--- src/rtl/mem_sequencer.sv ---
// Memory-stage sequencer: turns execute-stage memory ops and interrupts into
// per-cycle strobe/select patterns for the memory stage.
module mem_sequencer (
    input  logic       clk,
    input  logic       reset,
    input  logic       op_valid,
    input  logic [2:0] op_code,
    input  logic       int_req,
    output logic       op_ready,
    output logic       busy,
    output logic       memory_read,
    output logic       memory_write,
    output logic       memory_push,
    output logic       memory_pop,
    output logic [1:0] memory_address_select,
    output logic [1:0] memory_write_src_select,
    output logic       pc_choose_memory,
    output logic       interrupt,
    output logic       restore_flags,
    output logic       int_ack
);

    localparam int unsigned OP_W  = 3;
    localparam int unsigned SEL_W = 2;
    localparam int unsigned ST_W  = 4;

    localparam logic [OP_W-1:0] OP_NOP  = OP_W'(0);
    localparam logic [OP_W-1:0] OP_LDD  = OP_W'(1);
    localparam logic [OP_W-1:0] OP_STD  = OP_W'(2);
    localparam logic [OP_W-1:0] OP_PUSH = OP_W'(3);
    localparam logic [OP_W-1:0] OP_POP  = OP_W'(4);
    localparam logic [OP_W-1:0] OP_CALL = OP_W'(5);
    localparam logic [OP_W-1:0] OP_RET  = OP_W'(6);
    localparam logic [OP_W-1:0] OP_RTI  = OP_W'(7);

    localparam logic [SEL_W-1:0] ADDR_STD = SEL_W'(0);
    localparam logic [SEL_W-1:0] ADDR_LDD = SEL_W'(1);
    localparam logic [SEL_W-1:0] ADDR_SP  = SEL_W'(2);

    localparam logic [SEL_W-1:0] SRC_FLAGS = SEL_W'(0);
    localparam logic [SEL_W-1:0] SRC_PC_HI = SEL_W'(1);
    localparam logic [SEL_W-1:0] SRC_PC_LO = SEL_W'(2);
    localparam logic [SEL_W-1:0] SRC_REG   = SEL_W'(3);

    typedef enum logic [ST_W-1:0] {
        IDLE    = 4'd0,
        ONE     = 4'd1,
        CALL_HI = 4'd2,
        CALL_LO = 4'd3,
        RET_LO  = 4'd4,
        RET_HI  = 4'd5,
        RTI_FLG = 4'd6,
        RTI_LO  = 4'd7,
        RTI_HI  = 4'd8,
        LOAD_PC = 4'd9,
        INT_HI  = 4'd10,
        INT_LO  = 4'd11,
        INT_FLG = 4'd12,
        INT_JMP = 4'd13
    } state_t;

    typedef struct packed {
        logic             rd;
        logic             wr;
        logic             push;
        logic             pop;
        logic [SEL_W-1:0] addr;
        logic [SEL_W-1:0] src;
        logic             pcm;
        logic             intr;
        logic             rflg;
        logic             ack;
    } out_t;

    state_t          state_q, state_d;
    logic [OP_W-1:0] opc_q, opc_d;
    out_t            out_q, out_d;

    // Next state: interrupts win in IDLE; every sequence ends by passing through IDLE.
    always_comb begin
        state_d = state_q;
        opc_d   = opc_q;
        case (state_q)
            IDLE: begin
                if (int_req) begin
                    state_d = INT_HI;
                end else if (op_valid) begin
                    opc_d = op_code;
                    case (op_code)
                        OP_LDD, OP_STD, OP_PUSH, OP_POP: state_d = ONE;
                        OP_CALL: state_d = CALL_HI;
                        OP_RET:  state_d = RET_LO;
                        OP_RTI:  state_d = RTI_FLG;
                        default: state_d = IDLE;
                    endcase
                end
            end
            CALL_HI: state_d = CALL_LO;
            RET_LO:  state_d = RET_HI;
            RET_HI:  state_d = LOAD_PC;
            RTI_FLG: state_d = RTI_LO;
            RTI_LO:  state_d = RTI_HI;
            RTI_HI:  state_d = LOAD_PC;
            INT_HI:  state_d = INT_LO;
            INT_LO:  state_d = INT_FLG;
            INT_FLG: state_d = INT_JMP;
            default: state_d = IDLE;
        endcase
    end

    // Output pattern for the state being entered, so strobes leave a register.
    always_comb begin
        out_d = '0;
        case (state_d)
            ONE: begin
                case (opc_d)
                    OP_LDD: begin
                        out_d.rd   = 1'b1;
                        out_d.addr = ADDR_LDD;
                    end
                    OP_STD: begin
                        out_d.wr   = 1'b1;
                        out_d.addr = ADDR_STD;
                        out_d.src  = SRC_REG;
                    end
                    OP_PUSH: begin
                        out_d.push = 1'b1;
                        out_d.wr   = 1'b1;
                        out_d.addr = ADDR_SP;
                        out_d.src  = SRC_REG;
                    end
                    OP_POP: begin
                        out_d.pop  = 1'b1;
                        out_d.rd   = 1'b1;
                        out_d.addr = ADDR_SP;
                    end
                    default: out_d = '0;
                endcase
            end
            CALL_HI, INT_HI: begin
                out_d.push = 1'b1;
                out_d.wr   = 1'b1;
                out_d.addr = ADDR_SP;
                out_d.src  = SRC_PC_HI;
            end
            CALL_LO, INT_LO: begin
                out_d.push = 1'b1;
                out_d.wr   = 1'b1;
                out_d.addr = ADDR_SP;
                out_d.src  = SRC_PC_LO;
            end
            INT_FLG: begin
                out_d.push = 1'b1;
                out_d.wr   = 1'b1;
                out_d.addr = ADDR_SP;
                out_d.src  = SRC_FLAGS;
            end
            RET_LO, RET_HI, RTI_LO, RTI_HI: begin
                out_d.pop  = 1'b1;
                out_d.rd   = 1'b1;
                out_d.addr = ADDR_SP;
            end
            RTI_FLG: begin
                out_d.pop  = 1'b1;
                out_d.rd   = 1'b1;
                out_d.addr = ADDR_SP;
                out_d.rflg = 1'b1;
            end
            LOAD_PC: out_d.pcm = 1'b1;
            INT_JMP: begin
                out_d.intr = 1'b1;
                out_d.ack  = 1'b1;
            end
            default: out_d = '0;
        endcase
    end

    // State, latched op and registered outputs; reset abandons any sequence.
    always_ff @(posedge clk) begin
        if (reset) begin
            state_q <= IDLE;
            opc_q   <= OP_NOP;
            out_q   <= '0;
        end else begin
            state_q <= state_d;
            opc_q   <= opc_d;
            out_q   <= out_d;
        end
    end

    assign op_ready                = (state_q == IDLE) && !int_req;
    assign busy                    = (state_q != IDLE);
    assign memory_read             = out_q.rd;
    assign memory_write            = out_q.wr;
    assign memory_push             = out_q.push;
    assign memory_pop              = out_q.pop;
    assign memory_address_select   = out_q.addr;
    assign memory_write_src_select = out_q.src;
    assign pc_choose_memory        = out_q.pcm;
    assign interrupt               = out_q.intr;
    assign restore_flags           = out_q.rflg;
    assign int_ack                 = out_q.ack;

endmodule

--- config.mk ---
export PLATFORM = sky130hd
export DESIGN_NAME = mem_sequencer
export DESIGN_NICKNAME = d
export VERILOG_FILES = /design/src/rtl/mem_sequencer.sv
export SDC_FILE = /design/constraint.sdc
export NUM_CORES = 1
export LEC_CHECK = 0
export BUFFER_PORTS_ARGS = -buffer_cell sky130_fd_sc_hd__clkbuf_2
export CAP_MARGIN = 5
export CORE_ASPECT_RATIO = 1.75
export CORE_MARGIN = 1.5
export CORE_UTILIZATION = 28
export CTS_CLUSTER_DIAMETER = 80
export DETAILED_ROUTE_END_ITERATION = 6
export PLACE_DENSITY = 0.46
export REMOVE_ABC_BUFFERS = 1
export SLEW_MARGIN = 15
export SYNTH_ARGS = -nofsm -noshare
export SYNTH_HDL_FRONTEND = slang
export SYNTH_SLANG_ARGS = --single-unit
export TNS_END_PERCENT = 30
--- constraint.sdc ---
create_clock -name clk -period 2.79 [get_ports clk]
set_clock_uncertainty 0.2 [all_clocks]
set_input_delay 0.558 -clock clk [delete_from_list [all_inputs] [get_ports clk]]
set_output_delay 0.558 -clock clk [all_outputs]
set_load 0.05 [all_outputs]
After elaboration in Yosys (flattened, before gate mapping)
Cells that the tools add are included.

storage, ports and cells
  register bits after elaboration = 18
  input port bits = 7
  output and inout port bits = 14
  logic and storage cells = 79

operators by class
  equality and inequality tests = 33
  mux-type cells = 21
  reduce and logical (&&, ||, !) cells = 14

operators with widths
  operator                                              count
  equality test 4 bit (second input constant)           10
  one-hot mux 4 bit (9 select lines)                    1
  equality test 4 x 3 -> 1 bit (second input constant)  8
  equality test 3 bit (second input constant)           5
  equality test 3 x 2 -> 1 bit (second input constant)  4
  equality test 4 x 2 -> 1 bit (second input constant)  3
  one-hot mux 2 bit (2 select lines)                    3
  one-hot mux 3 bit (4 select lines)                    1
  OR reduction 2 bit                                    6
  OR reduction 10 bit                                   1
  OR reduction 5 bit                                    2
  2-to-1 mux 3 bit                                      3
  2-to-1 mux 4 bit                                      2
  2-to-1 mux 1 bit                                      7
  equality test 3 x 1 -> 1 bit (second input constant)  2
  one-hot mux 2 bit (3 select lines)                    1
  equality test 4 x 1 -> 1 bit (second input constant)  1
  zero test 4 bit                                       1
  one-hot mux 1 bit (2 select lines)                    2
  nonzero test 4 bit                                    1
  OR reduction 4 bit                                    1
  2-to-1 mux 2 bit                                      1
  logical AND 1 bit                                     1
  zero test 1 bit                                       1

Longest topological paths before layout
Gate-level depths: netlist (run 1).

  depth after elaboration = 9
  gate-level depth with buffers = 6
  mapped depth without buffers = 5

Least setup slack after synthesis (run 1)
Ideal clock, no wire load.

  path kind = register to output
  start point = register state_q[3]
  end point = output port op_ready
  arrival time = 1.656 ns
  data required time = 2.032 ns
  path slack = 0.376 ns
  cell stages (with the launch flop) = 3
  buffers on the path = 0
  cells stage by stage = dfxtp_1 or4_4 nor2_1

on the way
  longest elaborated chain between the ends = 2

RTL lines
  element                 RTL line  source
  from (decl)             75        state_t state_q, state_d;
  from (signal assigned)  185       state_q <= state_d;
  zero test 4 bit         191       assign op_ready = (state_q == IDLE) && !int_req;
  logical AND 1 bit       191
  to (decl)               9         output logic op_ready,

No other way between the ends.

Final worst setup path (run 1)
Same ends and word-level chain as after synthesis.

==> flow_summary.toml, run 1 <==
[setup_path]
crit_path_max_fanout = 13
start_kind = "register"
r2r_cells = 5
critPathLaunch = "state_q[3]"
crit_type = "reg -> out"
crit_arrival_ns = 1.65
end_kind = "primary output"
worstPathRequired_ns = 2.03
worstReg2RegStart = "state_q[3]"

[routing]
drt_drc_violations_left = 0
antenna_left = 0
wl_per_cell_um = 12.0
drtIter0Drc = 19
wl_mm = 1.52
firstDrtPassIters = 6
vias = 655
viasPerCell = 5.16

[synthesis]
avgSynthCellArea_um2 = 8.33
synthFlopType = "dfxtp_1"
ys_seq_elements = 15
syn_area_um2 = 708
synth-seq-area-share_pct = 42.4
ys_async_sr_fraction_pct = 0
synth_cells = 85
ys_warn_count = 0
synth-edff-count = 0
synth_cell_type_count = 31

[timing]
rsz0062_at_grt = "false"
hold_violations = 0
setup_viol_count_final = 0
fin_crit_sh_pct = 86.2
worst_pin_slew_ns = 0.419
drv_slew = 0
fin_crit_ns = 2.41
max_freq_mhz = 416
hold_slack_ns = 0.361
setup_tns_ns = 0
slew_headroom_pct = 72.0

[grt]
grt_max_degree = 15
antenna_found_initial = 0
grt_pass1_wl_mm = 2.67
grt-ovfl-total = 0
grt_pass1_vias = 638
grt.total_usage_pct = 13.5

[placed_design]
gp_congestion = 0.825
port_buffers = 20
placed_area_um2 = 800
hpwl_mm = 1.20

[worst_hold_path]
hp-start = "op_code[1]"
whs_path_depth = 2
hp-class = "in -> reg"

[floorplanning]
initial_core_util_pct = 29.1
die-width_um = 41.0
die-area_um2 = 2850
fp.dieH_um = 69.5
core-area_um2 = 2430
ios = 21
num_rows = 24

[cts]
cts.repair.resized = 0
postCtsSetupRepairBufs = 0
cts-hold-fix-buffers = 0
cts_sinks = 15
clkTransAtPathRegs_ns = 0.06
clk_path_buf_depth = 2
clock_latency_ns = 0.24
htree_levels = 1
numCtsBuffers = 3
cts_root_buf = "clkbuf_8"
cts_tree = "built"

[finish]
syn_to_final_growth_pct = 19.4
fin_area_um2 = 846
n_fill_cell = 256
drive_above_1_share_pct = 26.7
fin_nets = 109
diodes = 0

[job]
cap_viol_max_count = 0

[power_and_ir_drop]
power_density_nw_per_um2 = 809
total_power_uw = 684
peakVddDrop_v = 0.000396
p_leak_uw = 0.000360

[status]
status = "finished clean"
==> worst paths after layout <==
path | slack [ns] | to
hold / removal | 0.36 | memory_address_select[0]
setup / recovery | 0.38 | op_ready
setup reg to reg | 0.77 | memory_read
hold reg to reg | 0.46 | memory_pop
==> sequential cells by signal (all words and copies together) (netlist names) <==
signal                   cells
pc_choose_memory             1
memory_write_src_select      2
restore_flags                1
state_q                      4
memory_read                  1
memory_pop                   1
memory_push                  1
memory_write                 1
int_ack                      1
memory_address_select        2
==> worst max-delay path, stage by stage (launching register included) <==
cell      delay, ns
dfxtp_1        0.43
or4_4          0.60
nor2_1         0.10
clkbuf_2       0.28
==> power breakdown <==
part           internal (uW)  switching [uW]  leakage (uW)
logic                   68.8             168      0.000212
registers                241            34.2      0.000123
clock network           98.6            73.0     0.0000255
==> metal layers <==
layer | GRT usage, % | part of all wire, %
met4 | 8.89 | 4.1
met5 | 0 | 0
met1 | 12.9 | 37
met2 | 22.6 | 55
met3 | 3.53 | 4.1
==> cells in the mapped netlist, drive strengths merged, types with 2 or more instances <==
master / number / area share (%)
a31oi: 4 / 3.5
nor3: 3 / 2.1
or2: 2 / 1.8
and4b: 2 / 2.8
nor2: 10 / 5.3
nand2: 7 / 3.7
o21ai: 3 / 2.1
a21oi: 6 / 4.8
nand2b: 2 / 1.8
dfxtp: 15 / 42
nor2b: 3 / 2.7
inv: 2 / 1.1
clkbuf: 6 / 3.2
nand3: 4 / 2.8
buf: 2 / 2.7
==> final cells by class <==
| type | instances | area, um2 | area share [%] |
|---|---|---|---|
| Inverter | 2 | 7.51 | 0.888 |
| Multi-Input combinational cell | 60 | 359 | 42.5 |
| Tap cell | 26 | 32.5 | 3.85 |
| Clock buffer | 3 | 41.3 | 4.88 |
| Timing Repair Buffer | 20 | 100 | 11.8 |
| Sequential cell | 15 | 300 | 35.5 |
| Clock inverter | 1 | 5.00 | 0.592 |
==> cell usage in the layout, fill, tap and decap left out, drive strengths merged <==
cell | synthesis | routed
o21a | 1 | 1
clkbuf | 6 | 23
a21o | 1 | 1
a22oi | 1 | 1
xnor2 | 1 | 1
o211ai | 1 | 1
nand3 | 4 | 4
a211oi | 1 | 1
clkinv | 0 | 1
or4 | 1 | 1
a41oi | 1 | 1
o2111a | 1 | 1
a21oi | 6 | 6
dfxtp | 15 | 15
and4b | 2 | 2
a221oi | 1 | 1
nor3 | 3 | 3
inv | 2 | 2
nor2b | 3 | 3
nor2 | 10 | 10
a31oi | 4 | 4
o21ai | 3 | 3
or2 | 2 | 2
nand2 | 7 | 7
nor4 | 1 | 1
nand3b | 1 | 1
nand2b | 2 | 2
or3 | 1 | 1
o32a | 1 | 1
==> stage by stage <==
stage                     instances  worst slack (ns)  utilization (%)
after floorplan                  77             0.284                -
after global placement          123             0.668             32.9
after detailed placement        123             0.657             32.9
after CTS                       127             0.395             34.8
after global routing            127             0.295             34.8
final                           127             0.385             34.8
==> logic make-up after synthesis <==
group / Yosys count / share of synthesized area (%)
AND/OR/NAND/NOR: 37 / 28.3
AO/OA/AOI/OAI: 22 / 21.2
flip-flops: 15 / 42.4
buffers and inverters: 10 / 6.89
XOR/XNOR: 1 / 1.24
Power figures use the tool's default switching activity.
==> run 2, diff against run 1 <==
==> constraint.sdc (replaced) <==
create_clock -name clk -period 2.79 [get_ports clk]
set_clock_uncertainty 0.2 [all_clocks]
set_input_delay 0.279 -clock clk [delete_from_list [all_inputs] [get_ports clk]]
set_output_delay 0.279 -clock clk [all_outputs]
set_load 0.05 [all_outputs]
==> run 2 against run 1 <==
Critical path depth did not move. Sequential share of layout area rose by 0.053 points. Clock power barely moved. Utilization fell by 0.052 points. Maximum frequency rose by 12%. Die area did not move. Clock-buffer cell count rose by 1. Flip-flop and latch count did not move. Total power rose by 0.79%. Critical endpoint unchanged. Largest cell class unchanged.
==> flow_summary.toml, run 2 (synthesized netlist as in run 1, its figures left out) <==
[cts]
cts.repair.resized = 0
clkTransAtPathRegs_ns = 0.06
htree_levels = 1
postCtsSetupRepairBufs = 0
cts_sinks = 15
cts_tree = "built"
cts_root_buf = "clkbuf_8"
clk_path_buf_depth = 2
numCtsBuffers = 3
clock_latency_ns = 0.25
cts-hold-fix-buffers = 0

[setup_path]
worst-r2r-setup-slack_ns = 0.81
worstReg2RegStart = "state_q[3]"
critPathLaunch = "state_q[3]"
start_kind = "register"
worstPathRequired_ns = 2.31
end_kind = "primary output"
crit_type = "reg -> out"
crit_path_max_fanout = 13
crit_arrival_ns = 1.66

[routing]
wl_mm = 1.61
firstDrtPassIters = 4
drtIter0Drc = 8
drt_drc_violations_left = 0
viasPerCell = 5.19
vias = 659
antenna_left = 0
wl_per_cell_um = 12.7

[timing]
drv_slew = 0
hold_slack_ns = 0.0747
setup_viol_count_final = 0
setup_tns_ns = 0
rsz0062_at_grt = "false"
worst_slack_ns = 0.647
hold_violations = 0
fin_crit_sh_pct = 76.8
worst_pin_slew_ns = 0.435
slew_headroom_pct = 71.0
fin_crit_ns = 2.14
max_freq_mhz = 467

[finish]
diodes = 0
fin_area_um2 = 845
layout_commonest_cell = "clkbuf_2"
regMostFlops = "state_q"
most-common-layout-cells = "clkbuf_2, dfxtp_1, nor2_1"
fin_nets = 109
largest_reg_flops = 4
n_fill_cell = 272
drive_above_1_share_pct = 25.7
syn_to_final_growth_pct = 19.3

[job]
cap_viol_max_count = 0

[power_and_ir_drop]
power_density_nw_per_um2 = 817
switching_share_pct = 40.4
seqPwrFrac_pct = 40.1
p_int_uw = 411
p_comb_share_pct = 34.4
p_leak_uw = 0.000357
p_clk_share_pct = 25.4
peakVddDrop_v = 0.000293
p_switching_uw = 278
total_power_uw = 690

[grt]
grt.total_usage_pct = 14.2
grt-ovfl-total = 0
grt_pass1_wl_mm = 2.83
antenna_found_initial = 0
grt_max_degree = 15
grt_pass1_vias = 629

[floorplanning]
core-area_um2 = 2430
fp.dieH_um = 69.5
num_rows = 24
die-width_um = 41.0
initial_core_util_pct = 29.1
die-area_um2 = 2850
ios = 21

[status]
status = "finished clean"

[placed_design]
placed_area_um2 = 800
gp_congestion = 0.855
hpwl_mm = 1.23
port_buffers = 20
place_worst_setup_slack_ns = 0.818

[worst_hold_path]
hp-class = "in -> reg"
hp-start = "op_code[1]"
-- run 2: power by group through the flow --
stage | logic [uW] | registers [uW] | clock network (uW)
2_1_floorplan | 125 | 334 | 0
3_3_place_gp | 239 | 281 | 0
6_report | 238 | 277 | 175
5_1_grt | 258 | 284 | 194
3_5_place_dp | 239 | 280 | 0
4_1_cts | 240 | 276 | 185
-- run 2: worst max-delay path: stages, from the launching register on --
cell	delay [ns]
dfxtp_1	0.42
or4_4	0.59
nor2_1	0.11
clkbuf_2	0.28
-- run 2: per-layer routing --
metal | global-route usage (%) | routed length, um | up-vias
met5 | 0 | 0 | -
met4 | 10.0 | 65 | 0
met3 | 3.21 | 43 | 6
met2 | 22.0 | 877 | 15
met1 | 15.6 | 628 | 305
li1 | - | - | 333
-- run 2: final cells by class --
class,count,area [um2],share of cell area (%)
inverters,2,7.51,0.889
flip-flops and latches,15,300,35.6
repair buffers,20,100,11.9
multi-input cells,60,359,42.5
well taps,26,32.5,3.85
clock buffers,4,45.0,5.33
-- run 2: path summary, 6_finish.rpt --
kind | to | depth (start not counted)
max | op_ready | 3
min | memory_address_select[0] | 2
max reg2reg | memory_read | 5
min reg2reg | memory_pop | 2
-- run 2: metrics by stage --
| step | util [%] | instances |
|---|---|---|
| floorplan | - | 77 |
| global placement | 32.9 | 123 |
| detailed placement | 32.9 | 123 |
| CTS | 34.7 | 127 |
| global route | 34.7 | 127 |
| finish | 34.7 | 127 |
==> run 3, diff against run 2 <==
--- a/config.mk
+++ b/config.mk
@@ -12,7 +12,7 @@
 export CORE_UTILIZATION = 28
 export CTS_CLUSTER_DIAMETER = 80
 export DETAILED_ROUTE_END_ITERATION = 6
-export PLACE_DENSITY = 0.46
+export PLACE_DENSITY = 0.47
 export REMOVE_ABC_BUFFERS = 1
 export SLEW_MARGIN = 15
 export SYNTH_ARGS = -nofsm -noshare
==> constraint.sdc (replaced) <==
create_clock -name clk -period 1.79 [get_ports clk]
set_clock_uncertainty 0.2 [all_clocks]
set_input_delay 0.179 -clock clk [delete_from_list [all_inputs] [get_ports clk]]
set_output_delay 0.179 -clock clk [all_outputs]
set_load 0.05 [all_outputs]
==> run 3 against run 2 <==
Critical path depth grew 1. Worst hold slack got worse by 0.032 ns. Largest cell class unchanged. Largest power group is now combinational cells. Sequential share of layout area fell by 4.0 points. Worst setup slack worse by 0.71 ns. First-iteration DRC count rose by 130%. The flow now finishes with violations (negative setup slack). Total power up 71%. Flip-flop and latch count did not move. Critical path type unchanged. Register-to-register slack got worse by 0.85 ns. Clock power grew 59%. Clock-buffer cell count did not move. Utilization up 4.7 points. Cell count up 5.5%.
==> flow_summary.toml, run 3 (synthesized netlist as in run 1, its figures left out) <==
[placed_design]
placed_cells = 129
gp_congestion = 0.738
port_buffers = 20
hpwl_mm = 1.32
placed_area_um2 = 845

[setup_path]
critPathTopFamily = "simple AND/OR/NAND/NOR gates"
end_kind = "primary output"
crit_path_max_fanout = 3
worstPathRequired_ns = 1.41
start_kind = "register"
crit_buf_inv = 2
cpMaxStageDelayCell = "or4_4"
crit_type = "reg -> out"
crit_chain = "or4_4 -> buf_6 -> nor2_4 -> buf_8"
crit_arrival_ns = 1.48
slowest_delay_ns = 0.53

[cts]
htree_levels = 1
numCtsBuffers = 3
cts_sinks = 15
clk_path_buf_depth = 2
clock_latency_ns = 0.25
postCtsSetupRepairBufs = 0
cts_root_buf = "clkbuf_8"
cts_tree = "built"
clkTransAtPathRegs_ns = 0.06

[routing]
drt_drc_violations_left = 0
firstDrtPassIters = 4
wl_per_cell_um = 13.7
drtIter0Drc = 18
viasPerCell = 5.19
antenna_left = 0
vias = 695
wl_mm = 1.84

[finish]
syn_to_final_growth_pct = 35.3
final_util_pct = 39.4
layout_commonest_cell = "clkbuf_2"
most-common-layout-cells = "clkbuf_2, dfxtp_1, nor2_1"
fin_area_um2 = 958
fin_nets = 116
diodes = 0
drive_above_1_share_pct = 38.9
stdcell_count = 134
largest_reg_flops = 4
regMostFlops = "state_q"

[floorplanning]
die-width_um = 41.0
num_rows = 24
core-area_um2 = 2430
die-area_um2 = 2850
initial_core_util_pct = 29.1
ios = 21
fp.dieH_um = 69.5

[grt]
grt_max_degree = 14
grt.total_usage_pct = 15.7
grt-ovfl-total = 0
grt_pass1_vias = 650
grt_pass1_wl_mm = 3.13
antenna_found_initial = 0

[power_and_ir_drop]
power_density_nw_per_um2 = 1230
p_leak_uw = 0.000402
peakVddDrop_v = 0.000546

[status]
status = "finished, violations left"
failed_checks = "negative setup slack"

[timing]
drv_slew = 0
worst_pin_slew_ns = 0.301
rsz0062_at_grt = "true"
worst_slack_ns = -0.0661
slew_headroom_pct = 79.9
fin_crit_ns = 1.86
hold_slack_ns = 0.0425
max_freq_mhz = 539
setup_viol_count_final = 3
fin_crit_sh_pct = 104
hold_violations = 0

[worst_hold_path]
hp-class = "in -> reg"

[job]
cap_viol_max_count = 0
==> run 3: cell type report <==
class	instances	area, um2
repair buffers	27	171
multi-input cells	60	399
inverters	2	7.51
well taps	26	32.5
flip-flops and latches	15	303
fillers	256	1470
clock buffers	4	45.0
==> run 3: worst paths after layout <==
kind | startpoint | end | slack, ns | depth (start not counted)
worst max-delay path | state_q[0] | op_ready | -0.07 | 4
worst min-delay path | op_code[2] | memory_address_select[0] | 0.04 | 2
worst max register to register | state_q[0] | memory_read | -0.04 | 5
worst min register to register | state_q[0] | state_q[1] | 0.42 | 2
==> run 3: metal layers <==
layer,up-vias,routed length [um],GRT usage (%)
met3,5,49,2.88
met1,324,694,18.9
met4,0,39,6.67
met2,16,1060,25.3
met5,-,0,0
li1,350,-,-
==> run 3: per-stage QoR <==
step	power [uW]	worst slack, ns	TNS [ns]
after floorplan	716	-0.337	-1.53
after global placement	856	0.0294	0
after detailed placement	855	-0.0171	-0.0240
after CTS	1170	-0.0717	-0.158
after global routing	1250	-0.0926	-0.238
final	1180	-0.0661	-0.133
==> run 3: power by group <==
group | internal, uW | leakage (uW) | switching [uW]
Combinational | 173 | 0.000256 | 337
Sequential | 378 | 0.000123 | 13.3
Clock | 158 | 0.0000228 | 121
Total | 708 | 0.000402 | 472
==> run 3: timing repair <==
action | 4_1_cts | 5_1_grt
resized for setup | 9 | 8
hold buffers | 1 | 0
endpoints found under the hold margin | 1 | 0
pin swaps | 1 | 2
endpoints found under the setup margin | 7 | 9
